## config.mk

```make
export PLATFORM = sky130hd
export DESIGN_NAME = tx_frame_arbiter
export DESIGN_NICKNAME = d
export VERILOG_FILES = /design/src/rtl/tx_arb_pkg.sv /design/src/rtl/tx_gap_timer.sv /design/src/rtl/tx_frame_arbiter.sv
export SDC_FILE = /design/constraint.sdc
export NUM_CORES = 1
export LEC_CHECK = 0
export ABC_AREA = 1
export CAP_MARGIN = 0
export CELL_PAD_IN_SITES_DETAIL_PLACEMENT = 1
export CELL_PAD_IN_SITES_GLOBAL_PLACEMENT = 1
export CORE_UTILIZATION = 36
export CTS_BUF_LIST = sky130_fd_sc_hd__clkbuf_4
export CTS_CLUSTER_DIAMETER = 150
export DETAILED_ROUTE_END_ITERATION = 16
export PLACE_DENSITY_LB_ADDON = 0.1
export SLEW_MARGIN = 20
export SYNTH_ARGS = -nofsm -noshare
export SYNTH_HDL_FRONTEND = slang
export SYNTH_SLANG_ARGS = --single-unit
```

## constraint.sdc

```tcl
create_clock -name clk -period 1.98 [get_ports clk]
set_input_delay 0.198 -clock clk [delete_from_list [all_inputs] [get_ports clk]]
set_output_delay 0.198 -clock clk [all_outputs]
set_load 0.05 [all_outputs]
```

## src/rtl/tx_arb_pkg.sv

```systemverilog
// tx_arb_pkg: state encoding and default parameters shared by the
// two-requester transmit frame arbiter and its helpers.
package tx_arb_pkg;

  localparam int D_DEF       = 8;
  localparam int GAP_DEF     = 16;
  localparam int TIMEOUT_DEF = 1024;

  typedef enum logic [2:0] {
    ST_IDLE,
    ST_SEND,
    ST_WAIT_START,
    ST_WAIT_DONE,
    ST_GAP
  } state_t;

endpackage

```

## src/rtl/tx_gap_timer.sv

```systemverilog
// tx_gap_timer: loadable down-counter, done while the count is zero.
// Used for the inter-frame gap and the optional SEND watchdog.
module tx_gap_timer #(
  parameter int W = 5
) (
  input  logic         clk,
  input  logic         reset_n,
  input  logic         load,
  input  logic         en,
  input  logic [W-1:0] init,
  output logic         done
);

  logic [W-1:0] cnt;

  always_ff @(posedge clk or negedge reset_n) begin
    if (!reset_n) begin
      cnt <= '0;
    end else if (load) begin
      cnt <= init;
    end else if (en && cnt != '0) begin
      cnt <= cnt - 1'b1;
    end
  end

  assign done = (cnt == '0);

endmodule

```

## src/rtl/tx_frame_arbiter.sv

```systemverilog
// tx_frame_arbiter: round-robin frame arbiter for two byte requesters
// feeding one transmitter. Define TX_ARB_WATCHDOG_EN for the SEND watchdog.
module tx_frame_arbiter
  import tx_arb_pkg::*;
#(
  parameter int D       = D_DEF,
  parameter int GAP     = GAP_DEF,
  parameter int TIMEOUT = TIMEOUT_DEF
) (
  input  logic         clk,
  input  logic         reset_n,
  input  logic [1:0]   req,
  input  logic [1:0]   valid,
  input  logic [D-1:0] data0,
  input  logic [D-1:0] data1,
  input  logic [1:0]   last,
  input  logic         tx_rdy,
  output logic [1:0]   gnt,
  output logic [1:0]   ack,
  output logic         tx_send,
  output logic [D-1:0] tx_data,
  output logic         busy
`ifdef TX_ARB_WATCHDOG_EN
  ,
  output logic         abort
`endif
);

  // One counter width serves both the gap timer and the watchdog.
  localparam int CW = $clog2(((GAP > TIMEOUT) ? GAP : TIMEOUT) + 1);
  localparam logic [CW-1:0] GAP_LD = CW'(GAP - 1);

  state_t       state, state_n;
  logic         ptr, ptr_n;
  logic         sel, sel_n;
  logic         last_r, last_n;
  logic [1:0]   gnt_n, ack_n;
  logic         send_n;
  logic [D-1:0] data_n;
  logic         vg, lg;
  logic [D-1:0] dg;
  logic         gap_done;

  assign vg   = sel ? valid[1] : valid[0];
  assign lg   = sel ? last[1]  : last[0];
  assign dg   = sel ? data1    : data0;
  assign busy = (state != ST_IDLE);

  tx_gap_timer #(.W(CW)) u_gap (
    .clk     (clk),
    .reset_n (reset_n),
    .load    (state != ST_GAP),
    .en      (state == ST_GAP),
    .init    (GAP_LD),
    .done    (gap_done)
  );

`ifdef TX_ARB_WATCHDOG_EN
  localparam logic [CW-1:0] TO_LD = CW'(TIMEOUT - 1);
  logic wd_run, wd_done, abort_n;

  assign wd_run = (state == ST_SEND) && !vg;

  tx_gap_timer #(.W(CW)) u_wd (
    .clk     (clk),
    .reset_n (reset_n),
    .load    (!wd_run),
    .en      (wd_run),
    .init    (TO_LD),
    .done    (wd_done)
  );
`endif

  always_ff @(posedge clk or negedge reset_n) begin
    if (!reset_n) begin
      state   <= ST_IDLE;
      ptr     <= 1'b0;
      sel     <= 1'b0;
      last_r  <= 1'b0;
      gnt     <= '0;
      ack     <= '0;
      tx_send <= 1'b0;
      tx_data <= '0;
`ifdef TX_ARB_WATCHDOG_EN
      abort   <= 1'b0;
`endif
    end else begin
      state   <= state_n;
      ptr     <= ptr_n;
      sel     <= sel_n;
      last_r  <= last_n;
      gnt     <= gnt_n;
      ack     <= ack_n;
      tx_send <= send_n;
      tx_data <= data_n;
`ifdef TX_ARB_WATCHDOG_EN
      abort   <= abort_n;
`endif
    end
  end

  always_comb begin
    state_n = state;
    ptr_n   = ptr;
    sel_n   = sel;
    last_n  = last_r;
    gnt_n   = gnt;
    ack_n   = '0;
    send_n  = 1'b0;
    data_n  = tx_data;
`ifdef TX_ARB_WATCHDOG_EN
    abort_n = 1'b0;
`endif
    unique case (state)
      ST_IDLE: begin
        if (|req) begin
          sel_n   = (&req) ? ptr : req[1];
          gnt_n   = sel_n ? 2'b10 : 2'b01;
          state_n = ST_SEND;
        end
      end
      ST_SEND: begin
        if (vg && tx_rdy) begin
          send_n     = 1'b1;
          ack_n[sel] = 1'b1;
          data_n     = dg;
          last_n     = lg;
          state_n    = ST_WAIT_START;
        end
`ifdef TX_ARB_WATCHDOG_EN
        else if (!vg && wd_done) begin
          abort_n = 1'b1;
          gnt_n   = '0;
          ptr_n   = ~sel;
          state_n = ST_GAP;
        end
`endif
      end
      ST_WAIT_START: begin
        if (!tx_rdy) state_n = ST_WAIT_DONE;
      end
      ST_WAIT_DONE: begin
        if (tx_rdy) begin
          if (last_r) begin
            gnt_n   = '0;
            ptr_n   = ~sel;
            state_n = ST_GAP;
          end else begin
            state_n = ST_SEND;
          end
        end
      end
      ST_GAP: begin
        if (gap_done) state_n = ST_IDLE;
      end
      default: state_n = ST_IDLE;
    endcase
  end

endmodule
```

=== Word-level counts from Yosys, hierarchy flattened ===
Index checks and enable logic that the tools add are counted.

* Bits of input ports: 25
* Flip-flop bits (word level): 30
* Word-level logic and storage cells: 64
* Output and inout bits: 14

* Bitwise operators: 1
* $add $sub $neg: 1
* $lt $le $gt $ge: 2
* Eq/ne operators: 11
* Multiplexer cells: 24
* Reductions and logical operators: 16

{| class="wikitable"
|+ Operators with widths
! kind !! number
|-
| 11-bit two-way mux || 2
|-
| 3-bit two-way mux || 6
|-
| 3-bit case mux with 5 select lines || 1
|-
| 2-bit two-way mux || 6
|-
| 2-bit != test, second input constant || 6
|-
| 11-bit logical NOT || 1
|-
| 11-bit nonzero test || 1
|-
| 11-bit by 1-bit subtractor with 11-bit output, second input constant || 1
|-
| 8-bit two-way mux || 1
|-
| 3-bit by 2-bit equality test with 1-bit output, second input constant || 2
|-
| 1-bit two-way mux || 6
|-
| 2-bit AND reduction || 3
|-
| 5-bit AND reduction || 1
|-
| 2-bit case mux with 2 select lines || 1
|-
| 4-bit AND reduction || 1
|-
| 2-bit nonzero test || 2
|-
| 3-bit by 1-bit equality test with 1-bit output, second input constant || 1
|-
| 3-bit equality test, second input constant || 1
|-
| 1-bit logical AND || 3
|-
| 3-bit logical NOT || 1
|-
| 3-bit != test, second input constant || 1
|-
| 3-bit AND reduction || 1
|-
| 3-bit nonzero test || 1
|-
| 1-bit by 2-bit < comparator with 1-bit output, second input constant || 1
|-
| 4 further kinds || 4
|}

=== Longest topological paths before layout ===
Gate-level depths: netlist of the first run.

* Depth in word-level cells: 6
* Depth in mapped cells: 10
* Mapped depth without buffers: 9

=== Hierarchy ===
A second synthesis of the first run with hierarchy kept.

* Cell total of the unflattened synthesis: 274
* Area, all modules: 1861.8 um^2

{| class="wikitable"
|+ Modules (own cells, without submodules)
! module !! area each (um^2) !! sequential area each (um^2) !! cells an instance !! instances
|-
| tx_frame_arbiter || 982.2 || 475.5 || 135 || 1
|-
| tx_gap_timer || 879.6 || 275.3 || 139 || 1
|}

=== Least setup slack after synthesis of the first run ===
Ideal clock, no wire load.

* Path type: flip-flop to flip-flop
* From: reg u_gap.cnt[0]
* To: reg state[1]
* Buffers on the path: 0
* Data required time: 1863 ps
* Arrival: 1417 ps
* Clock period less this slack: 1535 ps
* Library setup time: 117 ps
* Cell stages (with the launch flop): 10
* Path slack: 445 ps
* Path through: dfrtp_1 inv_1 ha_1 nand2_1 nor2_1 nand2_1 nand2_2 nand3_1 nand2_1 nand2_1

* Longest elaborated chain between the ends: 3

{| class="wikitable"
|+ Ends and longest elaborated chain
! element !! line !! RTL
|-
| start, declared || tx_gap_timer.sv:14 || <nowiki>logic [W-1:0] cnt;</nowiki>
|-
| start signal, assigned || tx_gap_timer.sv:20 || <nowiki>cnt <= init;</nowiki>
|-
| start signal, assigned || tx_gap_timer.sv:22 || <nowiki>cnt <= cnt - 1'b1;</nowiki>
|-
| 11-bit logical NOT || tx_gap_timer.sv:26 || <nowiki>assign done = (cnt == '0);</nowiki>
|-
| 2-bit != test (no line) || - ||
|-
| 5-bit AND reduction (no line) || - ||
|-
| end signal, assigned || tx_frame_arbiter.sv:88 || <nowiki>state <= state_n;</nowiki>
|-
| end, declared || tx_frame_arbiter.sv:33 || <nowiki>state_t state, state_n;</nowiki>
|}

Every way passes these cells.
A chain may end at the register's enable or synchronous reset.

=== Worst setup path after layout of the first run ===
Ends and elaborated chain as after synthesis.

==> metrics.json, run 1 <==
{
  "global_route": {
    "groute.usage.overall": 0.210,
    "grt_max_degree": 31,
    "total_grt_overflow": 0,
    "grt_first_pass_wirelength_um": 6850,
    "grt_pass1_vias": 1552,
    "grt_antenna_before_repair": 0
  },
  "sta": {
    "rsz_0062_raised_after_global_routing": "false",
    "setup_viol": 0,
    "post-route-worst-setup-slack_ns": 0.248,
    "fin_skew_ns": 0.00978,
    "tightestPinTransition_ns": 0.539,
    "fin_tns_setup_ns": 0,
    "relative_slew_slack": 0.640,
    "final.period_utilization": 0.875,
    "drv_slew": 0,
    "report.final.hold_viol_count": 0,
    "fmaxAchievable_mhz": 577,
    "post-route-min-period_ns": 1.73
  },
  "clock_tree": {
    "clkLatencyLatePin_ns": 0.34,
    "cts_max_path_buffers": 2,
    "cts_num_sinks": 30,
    "clock_tree.root_cell": "sky130_fd_sc_hd__clkbuf_4",
    "cts.hold.buffers_added": 0,
    "cts-buffers-inserted": 5,
    "htree_levels": 2,
    "cts_tree": "done",
    "clkTransAtPathRegs_ns": 0.10
  },
  "placement": {
    "routabilityCongestion": 0.848,
    "placedInstanceArea_mm2": 0.00193,
    "io_buffer_count": 38,
    "dpl.hpwl_um": 2930,
    "post-place-ws_ns": 0.126
  },
  "setup_path": {
    "crit_path_cell_trace": "inv_1 -> ha_1 -> nand2_1 -> nor2_2 -> nand2_2 -> nand2_2 -> nand3_1 -> nand2_1 -> nand2_1",
    "timing.critical_path.arrival_ns": 1.97,
    "critical_path_class": "register to register",
    "setup.worst_path.end_class": "register",
    "ff2ff_path_depth": 9,
    "critPathMostFrequentCell": "sky130_fd_sc_hd__nand2_1",
    "timing.rr.end": "state[1]",
    "startpoint_type": "register",
    "timing.critical_path.slowest_stage_cell": "sky130_fd_sc_hd__dfrtp_1",
    "crit_fanout": 8,
    "worst-r2r-setup-slack_ns": 0.25,
    "worstPathRequired_ns": 2.22,
    "r2r_start": "u_gap.cnt[0]",
    "critPathMaxStageDelay_ns": 0.41
  },
  "route": {
    "ant_nets": 0,
    "routed_via_density": 4.89,
    "wl_per_cell_um": 13.5,
    "drt_first_iter_violations": 109,
    "wirelength_um": 3840,
    "drcViolationCount": 0,
    "drt_first_pass_iters": 4,
    "via_count": 1390
  },
  "finish": {
    "post_route_cells_drive_above_1_share": 0.0805,
    "finalInstanceArea_mm2": 0.00198,
    "number_of_nets_in_the_final_layout": 262,
    "syn2layout_area_growth_pct": 33.8,
    "n_antenna_cell": 0,
    "mostFrequentLayoutCells": "sky130_fd_sc_hd__nand2_1 (62), sky130_fd_sc_hd__clkdlybuf4s50_1 (37), sky130_fd_sc_hd__dfrtp_1 (30), sky130_fd_sc_hd__inv_1 (22), sky130_fd_sc_hd__nand3_1 (21)",
    "final_common_cell": "sky130_fd_sc_hd__nand2_1"
  },
  "synthesis": {
    "postSynthAreaPerCell_um2": 7.80,
    "synth-main-ff-cell": "sky130_fd_sc_hd__dfrtp_1",
    "synth_enable_flop_cells": 0,
    "ys.warnings.count": 0,
    "synth.net_count": 216,
    "synth_top_cell_by_area": "sky130_fd_sc_hd__dfrtp_1",
    "synth_top_area_frac": 0.507,
    "synthArstFlopShare": 1.00,
    "synth_top_cells_by_area": "sky130_fd_sc_hd__dfrtp_1 (51%), sky130_fd_sc_hd__nand2_1 (16%), sky130_fd_sc_hd__nand3_1 (7.1%)",
    "synth_cell_types": 21,
    "yosys_register_bits": 30,
    "synthesis.area_mm2": 0.00148,
    "postSynthCellCount": 190,
    "synth.yosys.seq_area_share": 0.507
  },
  "floorplan": {
    "start_util": 0.390,
    "die-height_um": 66.2,
    "placeableCoreArea_mm2": 0.00380,
    "design.portCount": 39,
    "dieArea_mm2": 0.00438,
    "die_w_um": 66.2,
    "num_rows": 22
  },
  "flow_run": {
    "drv_cap": 0
  },
  "power_and_ir_drop": {
    "power.leakage_uw": 0.000944,
    "power.density_cell_area_mw_per_mm2": 1240,
    "finalPower_uw": 2460,
    "worst_ir_drop_vdd_uv": 521
  },
  "outcome": {
    "run_status": "complete, no violations"
  },
  "worst_hold_path": {
    "holdCritPathClass": "input pin to asynchronous set/reset pin"
  }
}
[metrics by stage]
step	utilization	hold slack, ns	std cells
floorplan	-	-0.0976	190
global placement	0.507	0.474	277
detailed placement	0.507	0.488	277
CTS	0.520	0.241	284
global route	0.522	0.253	284
finish	0.522	0.227	284
[registers in the layout (all words and copies together) (netlist names)]
signal and flops:
state 3, sel 1, tx_data 8, u_gap.cnt 11
last_r 1, tx_send 1, ptr 1, ack 2
gnt 2
[cell families (layout without fill, tap and decap cells)]
group / after synthesis / after routing / synth area share
AND/OR/NAND/NOR: 120 / 120 / 0.363
XOR/XNOR: 1 / 1 / 0.00591
buffers and inverters: 24 / 70 / 0.0659
AO/OA/AOI/OAI: 14 / 14 / 0.0498
adder cells (fa/ha/maj): 1 / 1 / 0.00844
flip-flops: 30 / 30 / 0.507
[worst max path at each step]
stage,from,to,slack [ns],cells past startpoint
global route,u_gap.cnt[0],state[1],0.06,9
finish,u_gap.cnt[0],state[1],0.25,9
CTS,u_gap.cnt[0],state[1],0.11,9
floorplan,u_gap.cnt[0],state[1],0.45,9
detailed placement,u_gap.cnt[0],state[1],0.13,9
global placement,u_gap.cnt[0],state[1],0.27,9
[cell type report]
cell class / instances / area [um^2]
Fill cell: 484 / 1820
Sequential cell: 30 / 751
Multi-Input combinational cell: 136 / 638
Timing Repair Buffer: 40 / 394
Inverter: 23 / 86.3
Tap cell: 48 / 60.1
Clock buffer: 7 / 52.6
[where the power goes]
part	total, uW	leakage (uW)	switching, uW	internal, uW
clock	375	0.0000322	214	161
sequential	905	0.000376	132	773
combinational	1180	0.000536	780	397
total	2460	0.000944	1130	1330
[repair_timing]
action	4_1_cts	5_1_grt
gates resized for setup	1	2
endpoints found under the setup margin	1	3
buffers inserted	0	0
[critical path, delay by kind of cell, from the launching register on]
family / cells / cell delay, ns
and+or+nand+nor: 7 / 0.87
buffers and inverters: 1 / 0.12
adders and majority gates: 1 / 0.22
DFF: 1 / 0.41
[routing by layer]
layer | share of wire | GRT usage | up-vias | routed length, um
li1 | - | - | 693 | -
met1 | 0.47 | 0.251 | 661 | 1790
met2 | 0.46 | 0.337 | 31 | 1750
met3 | 0.063 | 0.0914 | 5 | 241
met4 | 0.014 | 0.0718 | 0 | 53
met5 | 0 | 0 | - | 0
[synthesized netlist by cell type (2+ instances only)]
cell type / count
sky130_fd_sc_hd__nand4_1: 5
sky130_fd_sc_hd__inv_1: 22
sky130_fd_sc_hd__a21oi_1: 6
sky130_fd_sc_hd__or2_2: 2
sky130_fd_sc_hd__nand2_1: 63
sky130_fd_sc_hd__a31oi_1: 3
sky130_fd_sc_hd__o21ai_0: 5
sky130_fd_sc_hd__nor3_1: 4
sky130_fd_sc_hd__dfrtp_1: 30
sky130_fd_sc_hd__nand3_1: 21
sky130_fd_sc_hd__nor2_1: 19
(Power assumes the default switching activity.)
==> run 2: changes to the inputs <==
--- a/config.mk
+++ b/config.mk
@@ -14,6 +14,7 @@
 export CTS_CLUSTER_DIAMETER = 150
 export DETAILED_ROUTE_END_ITERATION = 16
 export PLACE_DENSITY_LB_ADDON = 0.1
+export SKIP_CTS_REPAIR_TIMING = 1
 export SLEW_MARGIN = 20
 export SYNTH_ARGS = -nofsm -noshare
 export SYNTH_HDL_FRONTEND = slang
==> run 2 against run 1 <==
Global-route usage did not move. Clock skew barely moved. Final cell count did not move. Combinational power barely moved. Critical endpoint unchanged. Largest power group unchanged.
==> metrics.json, run 2 (synthesized netlist as in run 1, its figures left out) <==
{
  "finish": {
    "reg_top3": {"value": "u_gap.cnt (11), tx_data (8), state (3)", "change": "unchanged"},
    "max_flop_register": {"value": "u_gap.cnt", "change": "unchanged"},
    "post_route_cells_drive_above_1_share": {"value": 0.0805, "change": "unchanged"},
    "n_antenna_cell": {"value": 0, "change": "unchanged"},
    "mostFrequentLayoutCells": {"value": "sky130_fd_sc_hd__nand2_1 (62), sky130_fd_sc_hd__clkdlybuf4s50_1 (37), sky130_fd_sc_hd__dfrtp_1 (30), sky130_fd_sc_hd__inv_1 (22), sky130_fd_sc_hd__nand3_1 (21)", "change": "unchanged"},
    "final_common_cell": {"value": "sky130_fd_sc_hd__nand2_1", "change": "unchanged"},
    "fillers": {"value": 482, "change": "was 484"},
    "syn2layout_area_growth": {"value": 34.0, "unit": "%", "change": "was 33.8%"},
    "finalInstanceArea": {"value": 0.00199, "unit": "mm^2", "change": "was 0.00198 mm^2"},
    "number_of_nets_in_the_final_layout": {"value": 262, "change": "unchanged"},
    "largest_register_ffs": {"value": 11, "change": "unchanged"}
  },
  "route": {
    "drt_first_iter_violations": {"value": 109, "change": "unchanged"},
    "ant_nets": {"value": 0, "change": "unchanged"},
    "wl_per_cell": {"value": 13.5, "unit": "um", "change": "about the same"},
    "wirelength": {"value": 3840, "unit": "um", "change": "about the same"},
    "drcViolationCount": {"value": 0, "change": "unchanged"},
    "drt_first_pass_iters": {"value": 4, "change": "unchanged"},
    "routed_via_density": {"value": 4.89, "change": "unchanged"},
    "via_count": {"value": 1390, "change": "unchanged"}
  },
  "sta": {
    "report.final.hold_viol_count": {"value": 0, "change": "unchanged"},
    "rsz_0062_raised_after_global_routing": {"value": "false", "change": "unchanged"},
    "tightestPinTransition": {"value": 0.539, "unit": "ns", "change": "about the same"},
    "fin_tns_setup": {"value": 0, "unit": "ns", "change": "unchanged"},
    "final.period_utilization": {"value": 0.875, "change": "unchanged"},
    "drv_slew": {"value": 0, "change": "unchanged"},
    "relative_slew_slack": {"value": 0.640, "change": "unchanged"},
    "fin_skew": {"value": 0.00978, "unit": "ns", "change": "about the same"},
    "fmaxAchievable": {"value": 577, "unit": "MHz", "change": "unchanged"},
    "post-route-min-period": {"value": 1.73, "unit": "ns", "change": "unchanged"},
    "post-route-worst-setup-slack": {"value": 0.248, "unit": "ns", "change": "unchanged"},
    "holdWs": {"value": 0.227, "unit": "ns", "change": "about the same"},
    "setup_viol": {"value": 0, "change": "unchanged"}
  },
  "setup_path": {
    "critical_path_class": {"value": "register to register", "change": "unchanged"},
    "worst-r2r-setup-slack": {"value": 0.25, "unit": "ns", "change": "about the same"},
    "worstPathRequired": {"value": 2.22, "unit": "ns", "change": "about the same"},
    "timing.rr.end": {"value": "state[1]", "change": "unchanged"},
    "timing.critical_path.arrival": {"value": 1.97, "unit": "ns", "change": "about the same"},
    "ff2ff_path_depth": {"value": 9, "change": "unchanged"},
    "crit_fanout": {"value": 8, "change": "unchanged"},
    "r2r_start": {"value": "u_gap.cnt[0]", "change": "unchanged"},
    "startpoint_type": {"value": "register", "change": "unchanged"},
    "crit_path_start": {"value": "u_gap.cnt[0]", "change": "unchanged"},
    "setup.worst_path.end_class": {"value": "register", "change": "unchanged"}
  },
  "placement": {
    "io_buffer_count": {"value": 38, "change": "unchanged"},
    "post-place-ws": {"value": 0.126, "unit": "ns", "change": "unchanged"},
    "dpl.hpwl": {"value": 2930, "unit": "um", "change": "unchanged"},
    "routabilityCongestion": {"value": 0.848, "change": "unchanged"},
    "placedInstanceArea": {"value": 0.00193, "unit": "mm^2", "change": "unchanged"}
  },
  "clock_tree": {
    "cts_tree": {"value": "done", "change": "unchanged"},
    "htree_levels": {"value": 2, "change": "unchanged"},
    "clkTransAtPathRegs": {"value": 0.10, "unit": "ns", "change": "about the same"},
    "cts_num_sinks": {"value": 30, "change": "unchanged"},
    "clock_tree.root_cell": {"value": "sky130_fd_sc_hd__clkbuf_4", "change": "unchanged"},
    "cts-buffers-inserted": {"value": 5, "change": "unchanged"},
    "clkLatencyLatePin": {"value": 0.34, "unit": "ns", "change": "about the same"},
    "cts_max_path_buffers": {"value": 2, "change": "unchanged"}
  },
  "global_route": {
    "groute.usage.overall": {"value": 0.210, "change": "unchanged"},
    "grt_antenna_before_repair": {"value": 0, "change": "unchanged"},
    "grt_first_pass_wirelength": {"value": 6850, "unit": "um", "change": "unchanged"},
    "grt_max_degree": {"value": 31, "change": "unchanged"},
    "total_grt_overflow": {"value": 0, "change": "unchanged"},
    "grt_pass1_vias": {"value": 1552, "change": "unchanged"}
  },
  "power_and_ir_drop": {
    "worst_ir_drop_vdd": {"value": 521, "unit": "uV", "change": "about the same"},
    "combinationalPowerShare": {"value": 0.481, "change": "was 0.479"},
    "sw_frac_of_total": {"value": 0.457, "change": "was 0.458"},
    "share_seq_of_total_power": {"value": 0.367, "change": "was 0.368"},
    "power_frac_clock": {"value": 0.152, "change": "about the same"},
    "power.density_cell_area": {"value": 1240, "unit": "mW/mm^2", "change": "about the same"},
    "cell_internal_pwr": {"value": 1340, "unit": "uW", "change": "was 1330 uW"},
    "p_sw": {"value": 1130, "unit": "uW", "change": "about the same"},
    "power.leakage": {"value": 0.000950, "unit": "uW", "change": "was 0.000944 uW"},
    "finalPower": {"value": 2460, "unit": "uW", "change": "about the same"}
  },
  "floorplan": {
    "placeableCoreArea": {"value": 0.00380, "unit": "mm^2", "change": "unchanged"},
    "num_rows": {"value": 22, "change": "unchanged"},
    "design.portCount": {"value": 39, "change": "unchanged"},
    "start_util": {"value": 0.390, "change": "unchanged"},
    "die-height": {"value": 66.2, "unit": "um", "change": "unchanged"},
    "dieArea": {"value": 0.00438, "unit": "mm^2", "change": "unchanged"},
    "die_w": {"value": 66.2, "unit": "um", "change": "unchanged"}
  },
  "worst_hold_path": {
    "holdCritPathClass": {"value": "input pin to asynchronous set/reset pin", "change": "unchanged"}
  },
  "outcome": {
    "run_status": {"value": "complete, no violations", "change": "unchanged"}
  },
  "flow_run": {
    "drv_cap": {"value": 0, "change": "unchanged"}
  }
}
run 2: cell count changes in the layout (fill, tap and decap cells not counted), sizes merged:
cell	before	now
dlymetal6s2s	0	1
dlygate4sd2	1	0
run 2: critical path: stages (launching register included):
cell                      delay, ns
sky130_fd_sc_hd__dfrtp_1       0.41
sky130_fd_sc_hd__inv_1         0.12
sky130_fd_sc_hd__ha_1          0.22
sky130_fd_sc_hd__nand2_1       0.13
sky130_fd_sc_hd__nor2_2        0.18
sky130_fd_sc_hd__nand2_2       0.14
sky130_fd_sc_hd__nand2_2       0.16
sky130_fd_sc_hd__nand3_1       0.12
sky130_fd_sc_hd__nand2_1       0.09
sky130_fd_sc_hd__nand2_1       0.05
run 2: metal layers:
layer	share of wire	vias up	wire (um)	track usage
met5	0	-	0	0
met4	0.014	0	53	0.0718
met3	0.063	5	241	0.0914
met2	0.46	31	1750	0.337
met1	0.47	661	1800	0.251
li1	-	693	-	-
run 2: area by class of cell:
type | instances | area (um^2) | area share
multi-input combinational | 136 | 638 | 0.321
timing repair buffer | 40 | 398 | 0.200
sequential | 30 | 751 | 0.378
clock buffer | 7 | 52.6 | 0.0265
inverter | 23 | 86.3 | 0.0435
tap | 48 | 60.1 | 0.0302
run 2: how the worst max path moves through the flow:
stage	endpoint	slack (ns)	cells past startpoint
final	state[1]	0.25	9
after global routing	state[1]	0.06	9
after CTS	busy	-0.02	3
after detailed placement	state[1]	0.13	9
after global placement	state[1]	0.27	9
after floorplan	state[1]	0.45	9
run 2: power by group through the flow:
stage	sequential, uW	clock (uW)	combinational (uW)
detailed placement	917	0	1190
finish	905	375	1180
floorplan	1240	0	458
global placement	905	0	1160
CTS	904	392	1200
global route	924	412	1300
run 2: metrics by stage:
step | utilization | instances
2_1_floorplan | - | 190
3_3_place_gp | 0.507 | 277
3_5_place_dp | 0.507 | 277
4_1_cts | 0.521 | 284
5_1_grt | 0.523 | 284
6_report | 0.523 | 284
